`src/rtl/qdma_dsc_out_crd_snk.sv`:
```
// Sink end of the descriptor-out credit interface: buffers credit-gated descriptor
// beats in a local FIFO, drains them to a valid/ready consumer and batches credit returns.
module qdma_dsc_out_crd_snk #(
    parameter int DSC_W     = 256,
    parameter int QID_W     = 11,
    parameter int DEPTH     = 16,
    parameter int CRD_W     = 8,
    parameter int CRD_BATCH = 4,
    parameter int TO_CYC    = 16
) (
    input  logic                       clk,
    input  logic                       rst_n,
    input  logic                       dsc_vld,
    input  logic [QID_W-1:0]           dsc_qid,
    input  logic [DSC_W-1:0]           dsc_data,
    output logic                       crd_vld,
    output logic [CRD_W-1:0]           crd_num,
    output logic                       out_vld,
    input  logic                       out_rdy,
    output logic [QID_W-1:0]           out_qid,
    output logic [DSC_W-1:0]           out_data,
    input  logic                       flush,
    output logic [$clog2(DEPTH):0]     fifo_cnt,
    output logic                       ovf_err
);

    localparam int AW = $clog2(DEPTH);
    localparam int CW = AW + 1;
    localparam int IW = $clog2(TO_CYC) + 1;
    localparam int EW = QID_W + DSC_W;

    typedef enum logic [0:0] {
        ST_INIT = 1'b0,
        ST_RUN  = 1'b1
    } state_t;

    state_t            state_r, state_s;
    logic [EW-1:0]     mem_r [DEPTH];
    logic [AW-1:0]     wr_ptr_r, wr_ptr_s;
    logic [AW-1:0]     rd_ptr_r, rd_ptr_s;
    logic [CW-1:0]     cnt_r, cnt_s;
    logic [CRD_W-1:0]  pend_r, pend_s;
    logic [IW-1:0]     idle_r, idle_s;
    logic              crd_vld_r, crd_vld_s;
    logic [CRD_W-1:0]  crd_num_r, crd_num_s;
    logic              ovf_err_r;
    logic              flush_d_r;

    logic              run_s;
    logic              pop_s;
    logic              room_s;
    logic              take_s;
    logic              push_s;
    logic              ovf_s;
    logic              release_s;
    logic [CRD_W-1:0]  add_s;

    // A beat "takes" a source credit whenever it would fit; a flush then discards it.
    assign run_s     = (state_r == ST_RUN);
    assign pop_s     = run_s & (cnt_r != '0) & out_rdy;
    assign room_s    = (cnt_r != CW'(DEPTH)) | pop_s;
    assign take_s    = run_s & dsc_vld & room_s;
    assign push_s    = take_s & ~flush;
    assign ovf_s     = dsc_vld & (~run_s | ~room_s);
    assign release_s = run_s & (pend_r != '0) &
                       ((pend_r >= CRD_W'(CRD_BATCH)) | (idle_r == IW'(TO_CYC - 1)) | flush_d_r);
    // On flush every held entry (including one popped this cycle) is freed exactly once.
    assign add_s     = flush ? (CRD_W'(cnt_r) + CRD_W'(take_s)) : CRD_W'(pop_s);

    // Next-state, pointer, occupancy and credit computation.
    always_comb begin
        state_s   = state_r;
        wr_ptr_s  = wr_ptr_r;
        rd_ptr_s  = rd_ptr_r;
        cnt_s     = cnt_r;
        pend_s    = pend_r;
        idle_s    = idle_r;
        crd_vld_s = 1'b0;
        crd_num_s = '0;
        case (state_r)
            ST_INIT: begin
                state_s   = ST_RUN;
                crd_vld_s = 1'b1;
                crd_num_s = CRD_W'(DEPTH);
            end
            ST_RUN: begin
                if (release_s) begin
                    crd_vld_s = 1'b1;
                    crd_num_s = pend_r;
                    pend_s    = add_s;
                    idle_s    = '0;
                end else begin
                    pend_s = pend_r + add_s;
                    if (pend_r == '0) begin
                        idle_s = '0;
                    end else begin
                        idle_s = idle_r + IW'(1);
                    end
                end
                if (flush) begin
                    cnt_s    = '0;
                    wr_ptr_s = '0;
                    rd_ptr_s = '0;
                end else begin
                    cnt_s = cnt_r + CW'(push_s) - CW'(pop_s);
                    if (push_s) begin
                        wr_ptr_s = wr_ptr_r + AW'(1);
                    end else begin
                        wr_ptr_s = wr_ptr_r;
                    end
                    if (pop_s) begin
                        rd_ptr_s = rd_ptr_r + AW'(1);
                    end else begin
                        rd_ptr_s = rd_ptr_r;
                    end
                end
            end
            default: begin
                state_s = ST_INIT;
            end
        endcase
    end

    // Control and credit state registers.
    always_ff @(posedge clk or negedge rst_n) begin
        if (!rst_n) begin
            state_r   <= ST_INIT;
            wr_ptr_r  <= '0;
            rd_ptr_r  <= '0;
            cnt_r     <= '0;
            pend_r    <= '0;
            idle_r    <= '0;
            crd_vld_r <= 1'b0;
            crd_num_r <= '0;
            ovf_err_r <= 1'b0;
            flush_d_r <= 1'b0;
        end else begin
            state_r   <= state_s;
            wr_ptr_r  <= wr_ptr_s;
            rd_ptr_r  <= rd_ptr_s;
            cnt_r     <= cnt_s;
            pend_r    <= pend_s;
            idle_r    <= idle_s;
            crd_vld_r <= crd_vld_s;
            crd_num_r <= crd_num_s;
            ovf_err_r <= ovf_err_r | ovf_s;
            flush_d_r <= run_s & flush;
        end
    end

    // Descriptor storage; contents are only meaningful below the occupancy count.
    always_ff @(posedge clk) begin
        if (push_s) begin
            mem_r[wr_ptr_r] <= {dsc_qid, dsc_data};
        end
    end

    assign crd_vld  = crd_vld_r;
    assign crd_num  = crd_num_r;
    assign out_vld  = (cnt_r != '0);
    assign out_qid  = mem_r[rd_ptr_r][EW-1:DSC_W];
    assign out_data = mem_r[rd_ptr_r][DSC_W-1:0];
    assign fifo_cnt = cnt_r;
    assign ovf_err  = ovf_err_r;

endmodule
```
`config.mk`:
```
export PLATFORM = sky130hd
export DESIGN_NAME = qdma_dsc_out_crd_snk
export DESIGN_NICKNAME = d
export VERILOG_FILES = /design/src/rtl/qdma_dsc_out_crd_snk.sv
export SDC_FILE = /design/constraint.sdc
export NUM_CORES = 2
export LEC_CHECK = 0
export CAP_MARGIN = 20
export CORE_MARGIN = 2
export CORE_UTILIZATION = 50
export CTS_BUF_LIST = sky130_fd_sc_hd__clkbuf_16
export DETAILED_ROUTE_END_ITERATION = 7
export DONT_BUFFER_PORTS = 1
export GPL_TIMING_DRIVEN = 0
export PLACE_DENSITY = 0.68
export SLEW_MARGIN = 20
export SYNTH_ARGS = -nofsm -noshare
export SYNTH_HDL_FRONTEND = slang
export SYNTH_MEMORY_MAX_BITS = 65536
export SYNTH_SLANG_ARGS = --single-unit
```
`constraint.sdc`:
```
create_clock -name clk -period 7.95 [get_ports clk]
set_input_delay 0.3975 -clock clk [delete_from_list [all_inputs] [get_ports clk]]
set_output_delay 0.3975 -clock clk [all_outputs]
set_load 0.1 [all_outputs]
```
# Yosys cells after proc, flatten, opt, wreduce, memory -nomap -nowiden
# Memory sizes are Yosys's and may differ from the RTL's.
# Cells that the tools add are included.
[word_totals]
out_inout_bits = 283
latchBits = 0
elab_cells = 60
rom_bits = 0
ram_bits = 4272
register_bits = 38
memories = 1
[op_classes]
n_addsub = 7
reduce_logical = 7
mul = 0
order_cmp = 1
n_mux = 15
n_div = 0
n_bitwise = 17
n_eq_ne = 2
shift = 0
[mem_list]
columns = ["name", "depth", "width", "read_ports", "rd_clocked_by_memory_dff", "write_ports", "line", "source"]
rows = [
  ["mem_r", 16, 267, 1, 0, 1, "38", "logic [EW-1:0] mem_r [DEPTH];"],
]
[op_table]
columns = ["operator", "count"]
rows = [
  ["$mux 4", 4],
  ["$mux 8", 2],
  ["$pmux 8 s2", 1],
  ["$mux 5", 3],
  ["$and 1x1->1", 9],
  ["$add 4x1->4 const B", 2],
  ["$add 8x6->8", 1],
  ["$ge 8x3->1 const B", 1],
  ["$logic_not 8->1", 1],
  ["$reduce_bool 8->1", 1],
  ["$add 5x1->6", 1],
  ["$mux 6", 1],
  ["$add 5x1->5", 1],
  ["$add 5x1->5 const B", 1],
  ["$eq 5x4->1 const B", 1],
  ["$ne 5x5->1 const B", 1],
  ["$or 1x1->1", 5],
  ["$reduce_bool 5->1", 1],
  ["$sub 5x1->5", 1],
  ["$reduce_and 2->1", 2],
  ["$reduce_bool 2->1", 2],
  ["$mux 1", 3],
  ["$not 1->1", 3],
  ["$pmux 1 s2", 1],
]

# Logic depth before layout (Yosys ltp)
[depth]
word_depth = 9
mapped_depth = 15
mapped_depth_nobuf = 15

# Least setup slack after synthesis
# OpenSTA, ideal clock, no wires.
[synth_timing]
path_type = "register -> register"
from = "register cnt_r[2], in the netlist fifo_cnt[2]"
to = "memory mem_r[10][0] in the netlist's numbering (enable)"
stages_incl_launch_ff = 9
t_required_ns = 7.289
slack_ns = -1.081
period_less_slack_ns = 9.031
arrival_ns = 8.370
n_path_buf = 0
cell_sequence = "dfrtp_1 -> inv_1 -> ha_1 -> or3b_2 -> o211ai_2 -> nor2_1 -> inv_1 -> nor3b_1 -> and2_1"
[synth_between]
elab_chain_cells = 8
elab_cells_between_ends = 9
classes_between = "eq/ne (1); mux (2); bitwise (5); reduce/logical (1)"
[synth_lines]
columns = ["element", "line", "source"]
rows = [
  ["start: declaration", "41", "logic [CW-1:0] cnt_r, cnt_s;"],
  ["start signal: assignment", "141", "cnt_r <= cnt_s;"],
  ["$reduce_bool 5->1", "60", "assign pop_s = run_s & (cnt_r != '0) & out_rdy;"],
  ["$and 1x1->1 (2 in series)", "60", ""],
  ["$or 1x1->1 *", "61", "assign room_s = (cnt_r != CW'(DEPTH)) | pop_s;"],
  ["$and 1x1->1 *", "62", "assign take_s = run_s & dsc_vld & room_s;"],
  ["$and 1x1->1 *", "63", "assign push_s = take_s & ~flush;"],
  ["$mux 1 *", "153", "if (push_s) begin"],
  ["$mux 1 (not written as such) *", "154", "mem_r[wr_ptr_r] <= {dsc_qid, dsc_data};"],
  ["end: declaration", "38", ""],
]
# Every way passes the cells marked *; elsewhere a longest branch is shown, timed or not.

# Worst setup path in the final report
[layout_timing]
from = "register rd_ptr_r[1]"
to = "output out_data[148]"
[layout_between]
elab_chain_cells = 1
[layout_lines]
columns = ["element", "line", "source"]
rows = [
  ["start: declaration", "40", "logic [AW-1:0] rd_ptr_r, rd_ptr_s;"],
  ["start signal: assignment", "140", "rd_ptr_r <= rd_ptr_s;"],
  ["$mem_v2 16x267", "--", ""],
  ["end: declaration", "21", "output logic [DSC_W-1:0] out_data,"],
]
# Every way passes these cells.

==> flow_results.xml <==
<?xml version="1.0" encoding="UTF-8"?>
<metrics>
  <group name="critical_path">
    <metric name="reg2reg_depth" unit="">11</metric>
    <metric name="worstPathBufferInverterCount" unit="">3</metric>
    <metric name="worstSetupStartpointType" unit="">register</metric>
    <metric name="worst_path_dominant_cell_family" unit="">buffers and inverters</metric>
    <metric name="crit_fanout" unit="">10</metric>
    <metric name="critical_path_arrival" unit="ns">5.01</metric>
    <metric name="critical_path.cell_chain" unit="">buf_2, nand2b_1, buf_2, clkbuf_1, o21ai_0, a21oi_1, a22oi_1, nand2_1</metric>
    <metric name="slowest_delay" unit="ns">0.84</metric>
    <metric name="worst-endpoint-required" unit="ns">7.55</metric>
    <metric name="cpMaxStageDelayCell" unit="">sky130_fd_sc_hd__nand2_1</metric>
    <metric name="critical_path_endpoint_category" unit="">primary output</metric>
    <metric name="crit-reg2reg-launch" unit="">fifo_cnt[2]$_DFFE_PN0P_</metric>
    <metric name="cp_depth" unit="">8</metric>
    <metric name="regToRegSetupSlack" unit="ns">3.02</metric>
    <metric name="worst_setup_path_startpoint" unit="">rd_ptr_r[1]$_DFFE_PN0P_</metric>
    <metric name="timing.critical_path.mode_cell" unit="">sky130_fd_sc_hd__buf_2</metric>
    <metric name="critPathKind" unit="">register to primary output</metric>
  </group>
  <group name="timing">
    <metric name="rsz_0062_raised_after_global_routing" unit="">false</metric>
    <metric name="postLayoutSetupSlackWorst" unit="ns">2.54</metric>
    <metric name="finalCriticalPeriod" unit="ns">5.41</metric>
    <metric name="setup_violators_final" unit="">0</metric>
    <metric name="max_slew_margin" unit="">0.183</metric>
    <metric name="worst_pin_slew" unit="ns">1.22</metric>
    <metric name="final.setup_skew" unit="ns">0.0457</metric>
    <metric name="timing.final.hold_violations" unit="">0</metric>
    <metric name="layout_worst_path_cycle_share" unit="">0.680</metric>
    <metric name="final-max-slew-violation-count" unit="">0</metric>
    <metric name="max_freq" unit="MHz">185</metric>
  </group>
  <group name="placed_design">
    <metric name="pre_cts_ws" unit="ns">3.13</metric>
    <metric name="place.gp.congestion" unit="">0.776</metric>
    <metric name="numPortBuffers" unit="">0</metric>
    <metric name="placed_cells" unit="">12600</metric>
    <metric name="place.detailed.hpwl" unit="microns">275000</metric>
  </group>
  <group name="clock_network">
    <metric name="tritoncts" unit="">built</metric>
    <metric name="numClockSinks" unit="">4310</metric>
    <metric name="ctsLongestPathBuffers" unit="">4</metric>
    <metric name="post_cts.repair.setup_buffers" unit="">0</metric>
    <metric name="cts-buffers-inserted" unit="">424</metric>
    <metric name="clock_pin_slew_worst_setup_and_hold_paths" unit="ns">0.06</metric>
    <metric name="ctsRootBufferMaster" unit="">sky130_fd_sc_hd__clkbuf_16</metric>
    <metric name="clock_latency" unit="ns">0.96</metric>
    <metric name="h-tree-depth" unit="">5</metric>
  </group>
  <group name="global_routing">
    <metric name="grt_start_max_net_pins" unit="">48</metric>
    <metric name="global_route.overflow_total" unit="">0</metric>
    <metric name="antenna_found_initial" unit="">81</metric>
    <metric name="groute.layer.met2.usage" unit="">0.411</metric>
    <metric name="globalRoute.busiestLayer" unit="">met2</metric>
    <metric name="grt.met1_usage" unit="">0.334</metric>
    <metric name="grt_first_pass_wirelength" unit="microns">609000</metric>
    <metric name="vias_in_the_first_global_route" unit="">85400</metric>
    <metric name="use_met3" unit="">0.0557</metric>
    <metric name="groute.usage.overall" unit="">0.249</metric>
  </group>
  <group name="detailed_routing">
    <metric name="first_pass_iters" unit="">8</metric>
    <metric name="avgViaCountPerCell" unit="">6.17</metric>
    <metric name="drc_errors" unit="">1</metric>
    <metric name="drt-total-wl" unit="microns">427000</metric>
    <metric name="wl_per_cell" unit="microns">31.1</metric>
    <metric name="antenna_viol_nets_final" unit="">0</metric>
    <metric name="vias" unit="">84800</metric>
    <metric name="first_iter_violations" unit="">9610</metric>
  </group>
  <group name="layout">
    <metric name="finish.utilization" unit="">0.578</metric>
    <metric name="area_occupied_by_multi_input_gates" unit="sq mm">0.0347</metric>
    <metric name="areaGrowthSynthToFinish" unit="%">15.1</metric>
    <metric name="drive_gt1_frac" unit="">0.209</metric>
    <metric name="finalNetCount" unit="">9281</metric>
    <metric name="sequential_cell_area" unit="sq mm">0.129</metric>
    <metric name="fillerInstances" unit="">23800</metric>
    <metric name="layoutNonFillerInstCount" unit="">13700</metric>
  </group>
  <group name="synthesis">
    <metric name="dominant_combinational_cell_family_by_area_after_synthesis" unit="">multiplexers</metric>
    <metric name="netlist_area" unit="sq mm">0.166</metric>
    <metric name="syn-mean-instance-area" unit="sq um">20.4</metric>
    <metric name="ys.flop_type" unit="">sky130_fd_sc_hd__edfxtp_1</metric>
    <metric name="yosysWarningCount" unit="">0</metric>
    <metric name="proportion_of_register_bits_with_asynchronous_set_or_reset_after_synthesis" unit="">0.00882</metric>
    <metric name="synth.distinct_cells" unit="">52</metric>
    <metric name="syn-num-nets" unit="">8457</metric>
    <metric name="share_of_the_synthesized_area_in_compound_gates_ao_oa_aoi_oai" unit="">0.0569</metric>
    <metric name="synth-adder-area-share" unit="">0.00212</metric>
    <metric name="synth_enable_flop_cells" unit="">4272</metric>
    <metric name="synth_seq_area_share" unit="">0.778</metric>
    <metric name="ys_seq_elements" unit="">4310</metric>
    <metric name="fraction_of_synthesized_area_in_multiplexers" unit="">0.139</metric>
    <metric name="synth_simple_gate_area_share" unit="">0.00917</metric>
    <metric name="synth_cells" unit="">8158</metric>
    <metric name="post_synth_xor_area_fraction" unit="">0.000580</metric>
  </group>
  <group name="floorplanning">
    <metric name="design.portCount" unit="">555</metric>
    <metric name="floorplan.die_area" unit="sq mm">0.337</metric>
    <metric name="die-width" unit="microns">580</metric>
    <metric name="die_h" unit="microns">580</metric>
    <metric name="placeableCoreArea" unit="sq mm">0.331</metric>
    <metric name="initial_standard_cell_utilization_of_the_core" unit="">0.503</metric>
    <metric name="floorplan.rows" unit="">211</metric>
  </group>
  <group name="pwr">
    <metric name="vdd_ir_drop_max" unit="mV">0.241</metric>
    <metric name="leakage" unit="nW">61.3</metric>
    <metric name="power_per_cell_area" unit="mW/mm^2">324</metric>
  </group>
  <group name="flow_run">
    <metric name="cap_viol_max_count" unit="">0</metric>
  </group>
  <group name="min_path">
    <metric name="min_from" unit="">dsc_vld</metric>
    <metric name="timing.hold.worst.class" unit="">input port to register</metric>
    <metric name="holdPathStages" unit="">3</metric>
  </group>
  <group name="run_status">
    <metric name="outcome" unit="">finished, violations left</metric>
    <metric name="violations" unit="">DRC</metric>
  </group>
</metrics>
[placed cells by master, fill, tap and decap left out, types with 38 or more instances in the layout]
cell                            Yosys  layout
sky130_fd_sc_hd__clkinv_2           0      78
sky130_fd_sc_hd__buf_16             0     100
sky130_fd_sc_hd__a22oi_1          266     266
sky130_fd_sc_hd__o21ai_0          431     431
sky130_fd_sc_hd__mux2i_1          801     801
sky130_fd_sc_hd__mux2_2           267     267
sky130_fd_sc_hd__a221oi_1         132     132
sky130_fd_sc_hd__nand2_1          278     249
sky130_fd_sc_hd__edfxtp_1        4272    4272
sky130_fd_sc_hd__clkbuf_1         189     178
sky130_fd_sc_hd__mux4_2           537     537
sky130_fd_sc_hd__buf_4             51      51
sky130_fd_sc_hd__dlygate4sd3_1      0     273
sky130_fd_sc_hd__clkinv_1           0      96
sky130_fd_sc_hd__a21oi_1          274     274
sky130_fd_sc_hd__diode_2            0      54
sky130_fd_sc_hd__inv_1             18     108
sky130_fd_sc_hd__buf_2            170     170
sky130_fd_sc_hd__o21ai_1          111     111
sky130_fd_sc_hd__dfrtp_1           38      38
sky130_fd_sc_hd__a221oi_2         135     135
sky130_fd_sc_hd__clkbuf_16          0     435
[where the power goes]
| group | leakage, nW | internal (mW) | total [mW] | switching [mW] |
|---|---|---|---|---|
| combinational | 15.5 | 4.58 | 17.1 | 12.5 |
| clock | 6.89 | 10.9 | 19.3 | 8.35 |
| sequential | 38.9 | 25.3 | 25.5 | 0.228 |
| total | 61.3 | 40.8 | 61.9 | 21.1 |
[synthesized netlist by cell type, types with 3 or more instances]
cell | n | area share
sky130_fd_sc_hd__nor3b_1 | 3 | 0.00014
sky130_fd_sc_hd__a221oi_1 | 132 | 0.0070
sky130_fd_sc_hd__nand3_1 | 9 | 0.00027
sky130_fd_sc_hd__nand2b_1 | 7 | 0.00026
sky130_fd_sc_hd__o21ai_0 | 431 | 0.013
sky130_fd_sc_hd__buf_6 | 17 | 0.0012
sky130_fd_sc_hd__a22oi_1 | 266 | 0.012
sky130_fd_sc_hd__a221oi_2 | 135 | 0.012
sky130_fd_sc_hd__mux2_2 | 267 | 0.018
sky130_fd_sc_hd__inv_1 | 18 | 0.00041
sky130_fd_sc_hd__buf_4 | 51 | 0.0023
sky130_fd_sc_hd__nor2b_1 | 5 | 0.00019
sky130_fd_sc_hd__and2_1 | 22 | 0.00083
sky130_fd_sc_hd__nor3_1 | 5 | 0.00015
sky130_fd_sc_hd__mux2i_1 | 801 | 0.048
sky130_fd_sc_hd__and3_1 | 7 | 0.00026
sky130_fd_sc_hd__ha_1 | 25 | 0.0019
sky130_fd_sc_hd__xnor2_1 | 9 | 0.00047
sky130_fd_sc_hd__a21oi_1 | 274 | 0.0083
sky130_fd_sc_hd__buf_1 | 19 | 0.00043
sky130_fd_sc_hd__clkbuf_1 | 189 | 0.0043
sky130_fd_sc_hd__nor2_1 | 16 | 0.00036
sky130_fd_sc_hd__o21ai_1 | 111 | 0.0033
sky130_fd_sc_hd__buf_2 | 170 | 0.0051
sky130_fd_sc_hd__edfxtp_1 | 4272 | 0.77
sky130_fd_sc_hd__a21o_1 | 4 | 0.00018
sky130_fd_sc_hd__clkbuf_4 | 7 | 0.00032
sky130_fd_sc_hd__nand2_1 | 278 | 0.0063
sky130_fd_sc_hd__o2bb2ai_1 | 5 | 0.00026
sky130_fd_sc_hd__o22ai_1 | 3 | 0.00011
sky130_fd_sc_hd__mux4_2 | 537 | 0.073
sky130_fd_sc_hd__dfrtp_1 | 38 | 0.0057
[through the flow]
| stage | cell area [sq um] | power, mW | hold WS, ns | setup TNS (ns) |
|---|---|---|---|---|
| 2_1_floorplan | 166000 | 39.0 | 0.102 | -2863.44 |
| 3_3_place_gp | 172000 | 42.7 | 0.103 | - |
| 3_5_place_dp | 175000 | 42.8 | 0.103 | 0 |
| 4_1_cts | 191000 | 62.3 | 0.269 | 0 |
| 5_1_grt | 191000 | 63.7 | 0.358 | 0 |
| 6_report | 191000 | 61.9 | 0.357 | 0 |
[final cells by class]
class / count / area share
diodes: 54 / 0.000707
plain buffers: 453 / 0.0119
clock buffers: 435 / 0.0569
clock inverters: 332 / 0.0129
inverters: 18 / 0.000353
multi-input cells: 3377 / 0.181
flip-flops and latches: 4310 / 0.676
well taps: 4366 / 0.0286
repair buffers: 398 / 0.0313
[sequential cells by signal (all words and copies together) (netlist names)]
name / cells
run_s: 1
mem_r: 4272
crd_vld: 1
crd_num: 8
rd_ptr_r: 4
wr_ptr_r: 4
fifo_cnt: 5
idle_r: 5
ovf_err: 1
pend_r: 8
flush_d_r: 1
[worst paths after layout]
check                                     endpoint
max                                  out_data[148]
min                        wr_ptr_r[1]$_DFFE_PN0P_
max reg2reg                mem_r[8][103]$_DFFE_PP_
min reg2reg                  idle_r[0]$_DFFE_PN0P_
max in group asynchronous     crd_num[2]$_DFF_PN0_
min in group asynchronous        ovf_err$_DFF_PN0_
[per-layer routing]
metal,vias to the layer above,wire length [microns],part of all wire
met5,-,296,0.00069
met4,48,13100,0.031
met3,649,38600,0.090
met2,3728,208000,0.49
met1,44700,166000,0.39
li1,35600,-,-
[timing repair]
item | CTS | global route
hold endpoints to repair | 4323 | 0
hold buffers | 275 | 0
gates resized for setup | 0 | 0
setup endpoints to repair | 0 | 0
[cells by family (layout without fill, tap and decap cells)]
family	count (synthesis)	after routing
adders and majority gates	27	27
xor gates and xnor gates	11	11
AOI/OAI and AO/OA	1373	1373
buffers and inverters	471	1636
muxes	1605	1605
other	1	55
DFF	4310	4310
and+or+nand+nor	360	360
[tightest hold or removal path: cells and delay by family]
family / cells / cell delay (ns)
AO/OA/AOI/OAI: 2 / 0.31
buffers and inverters: 1 / 0.57
Note: power is estimated with default switching activity, not from simulation.
